--- src/rtl/bp_pkg.sv ---
// Shared widths, types and helper functions for the dynamic branch predictor.
// Build option: define BP_GSHARE_EN to XOR global history into the BHT index.
package bp_pkg;

    // Build configuration of the predictor.
    localparam int unsigned ENTRIES = 64;
    localparam int unsigned CNT_W   = 2;
    localparam int unsigned GHR_W   = 6;
    localparam int unsigned ADDR_W  = 32;
    localparam int unsigned STAT_W  = 32;

    localparam int unsigned IDX_W = $clog2(ENTRIES);
    localparam int unsigned TAG_W = ADDR_W - IDX_W - 2;

    typedef logic [ADDR_W-1:0] addrT;
    typedef logic [IDX_W-1:0]  idxT;
    typedef logic [TAG_W-1:0]  tagT;
    typedef logic [CNT_W-1:0]  cntT;
    typedef logic [GHR_W-1:0]  ghrT;
    typedef logic [STAT_W-1:0] statT;

    typedef struct packed {
        logic valid;
        tagT  tag;
        addrT target;
    } btbEntryT;

    localparam cntT CNT_MAX  = '1;
    // Weakly not-taken; collapses to 0 for a 1-bit counter.
    localparam cntT CNT_INIT = CNT_W'((1 << (CNT_W - 1)) - 1);

    function automatic idxT btb_index(addrT pc);
        return pc[IDX_W+1:2];
    endfunction

    function automatic tagT btb_tag(addrT pc);
        return pc[ADDR_W-1:IDX_W+2];
    endfunction

    function automatic idxT bp_index(addrT pc, ghrT ghr);
`ifdef BP_GSHARE_EN
        return pc[IDX_W+1:2] ^ IDX_W'(ghr);
`else
        return pc[IDX_W+1:2];
`endif
    endfunction

    // Saturating update; unconditional jumps pin the counter at strongly taken.
    function automatic cntT sat_next(cntT cnt, logic taken, logic jump);
        cntT res;
        res = cnt;
        if (jump) begin
            res = CNT_MAX;
        end else if (taken) begin
            if (cnt != CNT_MAX) res = cnt + CNT_W'(1);
        end else begin
            if (cnt != '0) res = cnt - CNT_W'(1);
        end
        return res;
    endfunction

endpackage

--- src/rtl/branch_predictor_if.sv ---
// Fetch lookup, Execute feedback and statistics bundle between the core and the predictor.
interface branch_predictor_if;
    import bp_pkg::*;

    addrT pcf;
    logic pred_taken_f;
    logic pred_hit_f;
    addrT pred_next_pc_f;

    logic upd_valid_e;
    logic upd_is_jump_e;
    addrT upd_pc_e;
    logic upd_taken_e;
    addrT upd_target_e;
    logic pred_taken_e;
    addrT pred_next_pc_e;
    logic mispredict_e;
    addrT redirect_pc_e;

    statT stat_branches;
    statT stat_mispred;

    modport master (
        output pcf, upd_valid_e, upd_is_jump_e, upd_pc_e, upd_taken_e, upd_target_e,
               pred_taken_e, pred_next_pc_e,
        input  pred_taken_f, pred_hit_f, pred_next_pc_f, mispredict_e, redirect_pc_e,
               stat_branches, stat_mispred
    );

    modport slave (
        input  pcf, upd_valid_e, upd_is_jump_e, upd_pc_e, upd_taken_e, upd_target_e,
               pred_taken_e, pred_next_pc_e,
        output pred_taken_f, pred_hit_f, pred_next_pc_f, mispredict_e, redirect_pc_e,
               stat_branches, stat_mispred
    );
endinterface

--- src/rtl/bp_btb.sv ---
// Direct-mapped branch target buffer: one combinational read port, one synchronous write port.
module bp_btb
    import bp_pkg::*;
(
    input  logic     clk,
    input  logic     rst,
    input  idxT      rdIdx,
    output btbEntryT rdEntry,
    input  logic     wrEn,
    input  idxT      wrIdx,
    input  btbEntryT wrEntry
);

    logic [ENTRIES-1:0] validQ;
    tagT                tagMem    [ENTRIES];
    addrT               targetMem [ENTRIES];

    // Only the valid bits need a reset; stale tags/targets are masked by valid.
    always_ff @(posedge clk or negedge rst) begin
        if (!rst) begin
            validQ <= '0;
        end else if (wrEn) begin
            validQ[wrIdx] <= wrEntry.valid;
        end
    end

    always_ff @(posedge clk) begin
        if (wrEn) begin
            tagMem[wrIdx]    <= wrEntry.tag;
            targetMem[wrIdx] <= wrEntry.target;
        end
    end

    always_comb begin
        rdEntry.valid  = validQ[rdIdx];
        rdEntry.tag    = tagMem[rdIdx];
        rdEntry.target = targetMem[rdIdx];
    end

endmodule

--- src/rtl/branch_predictor.sv ---
// Dynamic branch predictor: BHT of saturating counters plus tagged BTB, trained from Execute.
// Build option: BP_GSHARE_EN adds a non-speculative global history register to the BHT index.
module branch_predictor
    import bp_pkg::*;
(
    input  logic             clk,
    input  logic             rst,
    branch_predictor_if.slave bp
);

    cntT      bht [ENTRIES];
    ghrT      ghrCur;
    btbEntryT lookEntry;
    btbEntryT wrEntry;
    idxT      bhtLookIdx;
    idxT      bhtUpdIdx;
    logic     lookHit;
    logic     lookTaken;
    addrT     fallThruF;
    addrT     fallThruE;
    addrT     redirectPc;
    logic     mispredict;
    logic     btbWrEn;
    statT     statBranchesQ;
    statT     statMispredQ;
    logic     unusedPredTaken;

    // Direction travels with the instruction but the redirect decision only needs the next PC.
    assign unusedPredTaken = bp.pred_taken_e;

`ifdef BP_GSHARE_EN
    ghrT ghrQ;

    // History advances only on resolved conditional branches.
    always_ff @(posedge clk or negedge rst) begin
        if (!rst) begin
            ghrQ <= '0;
        end else if (bp.upd_valid_e && !bp.upd_is_jump_e) begin
            ghrQ <= GHR_W'({ghrQ, bp.upd_taken_e});
        end
    end

    assign ghrCur = ghrQ;
`else
    assign ghrCur = '0;
`endif

    bp_btb u_btb (
        .clk     (clk),
        .rst     (rst),
        .rdIdx   (btb_index(bp.pcf)),
        .rdEntry (lookEntry),
        .wrEn    (btbWrEn),
        .wrIdx   (btb_index(bp.upd_pc_e)),
        .wrEntry (wrEntry)
    );

    // Fetch-side lookup, zero cycle latency.
    always_comb begin
        fallThruF  = bp.pcf + ADDR_W'(4);
        bhtLookIdx = bp_index(bp.pcf, ghrCur);
        lookHit    = lookEntry.valid && (lookEntry.tag == btb_tag(bp.pcf));
        lookTaken  = lookHit && bht[bhtLookIdx][CNT_W-1];
    end

    assign bp.pred_hit_f     = lookHit;
    assign bp.pred_taken_f   = lookTaken;
    assign bp.pred_next_pc_f = lookTaken ? lookEntry.target : fallThruF;

    // Execute-side resolution and flush request.
    always_comb begin
        fallThruE  = bp.upd_pc_e + ADDR_W'(4);
        redirectPc = bp.upd_taken_e ? bp.upd_target_e : fallThruE;
        mispredict = bp.upd_valid_e && (bp.pred_next_pc_e != redirectPc);
        bhtUpdIdx  = bp_index(bp.upd_pc_e, ghrCur);
        btbWrEn    = bp.upd_valid_e && bp.upd_taken_e;
        wrEntry.valid  = 1'b1;
        wrEntry.tag    = btb_tag(bp.upd_pc_e);
        wrEntry.target = bp.upd_target_e;
    end

    assign bp.mispredict_e  = mispredict;
    assign bp.redirect_pc_e = redirectPc;

    always_ff @(posedge clk or negedge rst) begin
        if (!rst) begin
            for (int unsigned i = 0; i < ENTRIES; i++) begin
                bht[IDX_W'(i)] <= CNT_INIT;
            end
        end else if (bp.upd_valid_e) begin
            bht[bhtUpdIdx] <= sat_next(bht[bhtUpdIdx], bp.upd_taken_e, bp.upd_is_jump_e);
        end
    end

    // Saturating performance counters.
    always_ff @(posedge clk or negedge rst) begin
        if (!rst) begin
            statBranchesQ <= '0;
            statMispredQ  <= '0;
        end else begin
            if (bp.upd_valid_e && (statBranchesQ != '1)) begin
                statBranchesQ <= statBranchesQ + STAT_W'(1);
            end
            if (mispredict && (statMispredQ != '1)) begin
                statMispredQ <= statMispredQ + STAT_W'(1);
            end
        end
    end

    assign bp.stat_branches = statBranchesQ;
    assign bp.stat_mispred  = statMispredQ;

endmodule
--- src/flat_wrapper.sv ---
// flat-port wrapper written by rule: the top's interface ports become plain ports
module branch_predictor_flat import bp_pkg::*;
  (clk, rst, bp_pcf, bp_upd_valid_e, bp_upd_is_jump_e, bp_upd_pc_e, bp_upd_taken_e, bp_upd_target_e, bp_pred_taken_e, bp_pred_next_pc_e, bp_pred_taken_f, bp_pred_hit_f, bp_pred_next_pc_f, bp_mispredict_e, bp_redirect_pc_e, bp_stat_branches, bp_stat_mispred);
  branch_predictor_if bp_i ();
  input  logic clk;
  input  logic rst;
  input wire logic [$bits(bp_i.pcf)-1:0] bp_pcf;
  input wire logic [$bits(bp_i.upd_valid_e)-1:0] bp_upd_valid_e;
  input wire logic [$bits(bp_i.upd_is_jump_e)-1:0] bp_upd_is_jump_e;
  input wire logic [$bits(bp_i.upd_pc_e)-1:0] bp_upd_pc_e;
  input wire logic [$bits(bp_i.upd_taken_e)-1:0] bp_upd_taken_e;
  input wire logic [$bits(bp_i.upd_target_e)-1:0] bp_upd_target_e;
  input wire logic [$bits(bp_i.pred_taken_e)-1:0] bp_pred_taken_e;
  input wire logic [$bits(bp_i.pred_next_pc_e)-1:0] bp_pred_next_pc_e;
  output wire logic [$bits(bp_i.pred_taken_f)-1:0] bp_pred_taken_f;
  output wire logic [$bits(bp_i.pred_hit_f)-1:0] bp_pred_hit_f;
  output wire logic [$bits(bp_i.pred_next_pc_f)-1:0] bp_pred_next_pc_f;
  output wire logic [$bits(bp_i.mispredict_e)-1:0] bp_mispredict_e;
  output wire logic [$bits(bp_i.redirect_pc_e)-1:0] bp_redirect_pc_e;
  output wire logic [$bits(bp_i.stat_branches)-1:0] bp_stat_branches;
  output wire logic [$bits(bp_i.stat_mispred)-1:0] bp_stat_mispred;
  assign bp_i.pcf = bp_pcf;
  assign bp_i.upd_valid_e = bp_upd_valid_e;
  assign bp_i.upd_is_jump_e = bp_upd_is_jump_e;
  assign bp_i.upd_pc_e = bp_upd_pc_e;
  assign bp_i.upd_taken_e = bp_upd_taken_e;
  assign bp_i.upd_target_e = bp_upd_target_e;
  assign bp_i.pred_taken_e = bp_pred_taken_e;
  assign bp_i.pred_next_pc_e = bp_pred_next_pc_e;
  assign bp_pred_taken_f = bp_i.pred_taken_f;
  assign bp_pred_hit_f = bp_i.pred_hit_f;
  assign bp_pred_next_pc_f = bp_i.pred_next_pc_f;
  assign bp_mispredict_e = bp_i.mispredict_e;
  assign bp_redirect_pc_e = bp_i.redirect_pc_e;
  assign bp_stat_branches = bp_i.stat_branches;
  assign bp_stat_mispred = bp_i.stat_mispred;
  branch_predictor u_core (.clk(clk), .rst(rst), .bp(bp_i));
endmodule
--- config.mk ---
export PLATFORM = sky130hd
export DESIGN_NAME = branch_predictor_flat
export DESIGN_NICKNAME = d
export VERILOG_FILES = /design/src/rtl/bp_pkg.sv /design/src/rtl/branch_predictor_if.sv /design/src/rtl/bp_btb.sv /design/src/rtl/branch_predictor.sv /design/src/flat_wrapper.sv
export SDC_FILE = /design/constraint.sdc
export NUM_CORES = 2
export LEC_CHECK = 0
export ABC_CLOCK_PERIOD_IN_PS = 9500
export BUFFER_PORTS_ARGS = -buffer_cell sky130_fd_sc_hd__buf_2
export CAP_MARGIN = 20
export CORE_MARGIN = 5
export CORE_UTILIZATION = 65
export CTS_BUF_LIST = sky130_fd_sc_hd__clkbuf_8
export DETAILED_ROUTE_END_ITERATION = 6
export PLACE_DENSITY = 0.82
export SLEW_MARGIN = 0
export SYNTH_ARGS = -nofsm -noshare
export SYNTH_HDL_FRONTEND = slang
export SYNTH_SLANG_ARGS = --single-unit
--- constraint.sdc ---
create_clock -name clk -period 9.5 [get_ports clk]
set_input_delay 1.425 -clock clk [delete_from_list [all_inputs] [get_ports clk]]
set_output_delay 1.425 -clock clk [all_outputs]
set_load 0.02 [all_outputs]
==> flow_summary.toml <==
[routing]
wl_per_cell_um = 40.4
vias_per_cell = 7.47
vias = 84700
ant_nets = 0
drt-pass1-iter-count = 7
post-route-drc-count = 6
drt-total-wl_um = 458000
drtIter0Drc = 16700

[sta]
max_freq_mhz = 119
rsz0062_at_grt = "false"
tightest_slew_ns = 1.33
final.min_clock_period_ns = 8.42
maxSlewViolCount = 0
report.final.setup_viol = 0
finalSetupTns_ns = 0
fin_skew_ns = 0.0459
fin_crit_sh = 0.887
finalHoldViolCount = 0
relSlewSlack = 0.112

[worst_setup_path]
startpoint_type = "primary input"
required_ns = 8.08
cp_max_fo = 103
r2r_cells = 9
cp.arrival_ns = 7.00
crit_path_end_kind = "primary output"
crit_type = "primary input to primary output"

[run_status]
failed_checks = "DRC"
status = "finished with violations"

[floorplan]
die_h_um = 493
die_x_um = 493
die_area_um2 = 243000
pin_count = 265
rows = 177
initial_core_util = 0.652
core_area_um2 = 232000

[power]
p_per_area_nw_per_um2 = 200
irDropWorstVdd_mv = 0.158
power_leakage_nw = 55.5

[synthesis]
yosysMostFrequentCell = "edfxtp_1"
ys_seq_area_frac = 0.754
synth_nets = 7217
syn_inst = 7079
ys_top_cells_by_area = "edfxtp_1 (71%), mux4_2 (16%), dfrtp_1 (3.2%)"
yosys.area.top_type = "edfxtp_1"
async_reset_ff_frac = 0.0667
yosys-top-cells-count = "edfxtp_1 (3584), mux4_2 (1047), nand2_1 (262), nor2_1 (217), dfrtp_1 (192)"
yosysUniqueCellTypes = 81
yosysWarningCount = 0
synth-seq-cells = 3840
avgSynthCellArea_um2 = 21.4
synth_edf_count = 3584
netlist_area_um2 = 151000
synth_ff_type = "edfxtp_1"
synth_top_area_share = 0.711

[final_layout]
drive_above_1_share = 0.313
area_delta_synth_final_pct = 11.2
nets = 7975
final_area_um2 = 168000

[clock_network]
cts_tree = "yes"
cts_sinks = 3840
cts_made_buffers = 594
root_buffer = "clkbuf_8"
hold_buffers = 0
postCtsSetupBuffers = 0
clk_latency_ns = 1.15
cts_max_level = 6
ctsResizeCount = 0
cts_max_path_buffers = 4
clk_pin_slew_ns = 0.06

[worst_hold_path]
hold_class = "primary input to asynchronous set/reset pin"

[global_routing]
grt_pass1_vias = 84400
grtUsageTotal = 0.379
grt_overflow = 0
antenna_found_initial = 53
grt_start_max_net_pins = 118
grt_pass1_wl_um = 633000

[place]
dpl_cell_area_um2 = 158000
gp_congestion = 0.926
port_buffers = 263
post-dp-hpwl_um = 258000

[job]
maxCapViolations = 0
[stage by stage]
| step | utilization | hold slack, ns | instances | worst slack, ns | total power, W |
|---|---|---|---|---|---|
| after floorplan | - | 0.434 | 7079 | 3.48 | 0.0205 |
| after global placement | 0.679 | 0.445 | 10300 | 1.40 | 0.0213 |
| after detailed placement | 0.679 | 0.450 | 10300 | 1.38 | 0.0214 |
| after CTS | 0.724 | 0.246 | 11300 | 1.33 | 0.0337 |
| after global routing | 0.725 | 0.323 | 11300 | 1.06 | 0.0347 |
| final | 0.726 | 0.311 | 11300 | 1.08 | 0.0337 |
[metal layers]
layer  wire, um  track usage
met1     138000        0.485
met2     205000        0.552
met3      74200        0.128
met4      40400        0.273
met5        211      0.00157
[sequential cells by signal, summed over array words and instances, names as in the netlist]
register                 cells
u_core.u_btb.tagMem       1536
u_core.bht                 128
u_core.u_btb.targetMem    2048
u_core.bp.stat_mispred      32
u_core.u_btb.validQ         64
u_core.bp.stat_branches     32
[area by class of cell]
| cell class | count | area [um^2] |
|---|---|---|
| Inverter | 22 | 82.6 |
| Clock inverter | 398 | 1890 |
| Multi-Input combinational cell | 2836 | 35800 |
| Timing Repair Buffer | 543 | 4020 |
| Tap cell | 3043 | 3810 |
| Antenna cell | 42 | 105 |
| Sequential cell | 3840 | 114000 |
| Clock buffer | 625 | 8600 |
| Fill cell | 12300 | 63700 |
[layout by cell type (no fill, tap or decap), drive strengths merged, types with 21 or more instances in the layout]
master and n:
o21ai 126, buf 543, xnor2 112, nor2 218, nand2 262, nor4 28
nand3 85, a22o 22, clkinv 183, clkbuf 625, a31oi 22, a21oi 103
and2 23, nor3 21, inv 216, a22oi 107, xor2 63, diode 42
a211oi 22, edfxtp 3584, nand4 54, dfrtp 192, mux2i 150, and3 31
dfstp 64, mux4 1047, a221oi 24, nor2b 29, or2 75, mux2 57
[where the power goes]
part | internal [W] | switching (W)
Combinational | 0.000853 | 0.00140
Clock | 0.00627 | 0.00631
Sequential | 0.0188 | 0.000150
Total | 0.0259 | 0.00786
[critical path: stages]
cell	delay, ns
buf_8	0.54
buf_12	0.56
nor2_1	0.25
a2111oi_0	0.73
a211oi_2	0.14
mux2i_1	0.23
a311oi_1	0.84
nand4_1	0.28
nor4_2	0.42
nand4_4	0.35
buf_12	0.34
mux2_2	0.37
buf_2	0.19
[kinds of logic (layout without fill, tap and decap cells)]
| logic type | count (synthesis) | in the layout | share of synthesized area |
|---|---|---|---|
| other | 0 | 42 | 0 |
| muxes | 1254 | 1254 | 0.171 |
| adders and majority gates | 6 | 6 | 0.000463 |
| DFF | 3840 | 3840 | 0.754 |
| AOI/OAI and AO/OA | 516 | 516 | 0.0226 |
| buffers and inverters | 403 | 1588 | 0.0133 |
| and+or+nand+nor | 881 | 881 | 0.0283 |
| xor gates and xnor gates | 179 | 179 | 0.0107 |
[path summary, 6_finish.rpt]
check / start / endpoint / slack, ns
worst max-delay path: bp_pcf[3] / bp_pred_next_pc_f[31] / 1.08
worst min-delay path: rst / u_core.bp.stat_branches[19] / 0.31
worst max register to register: u_core.bht[114] / u_core.bht[61] / 5.81
worst min register to register: u_core.u_btb.validQ[61] / u_core.u_btb.validQ[61] / 0.47
max in group asynchronous: rst / u_core.bht[80] / 7.93
min in group clk: u_core.u_btb.validQ[61] / u_core.u_btb.validQ[61] / 0.47
Note: power is estimated with default switching activity, not from simulation.
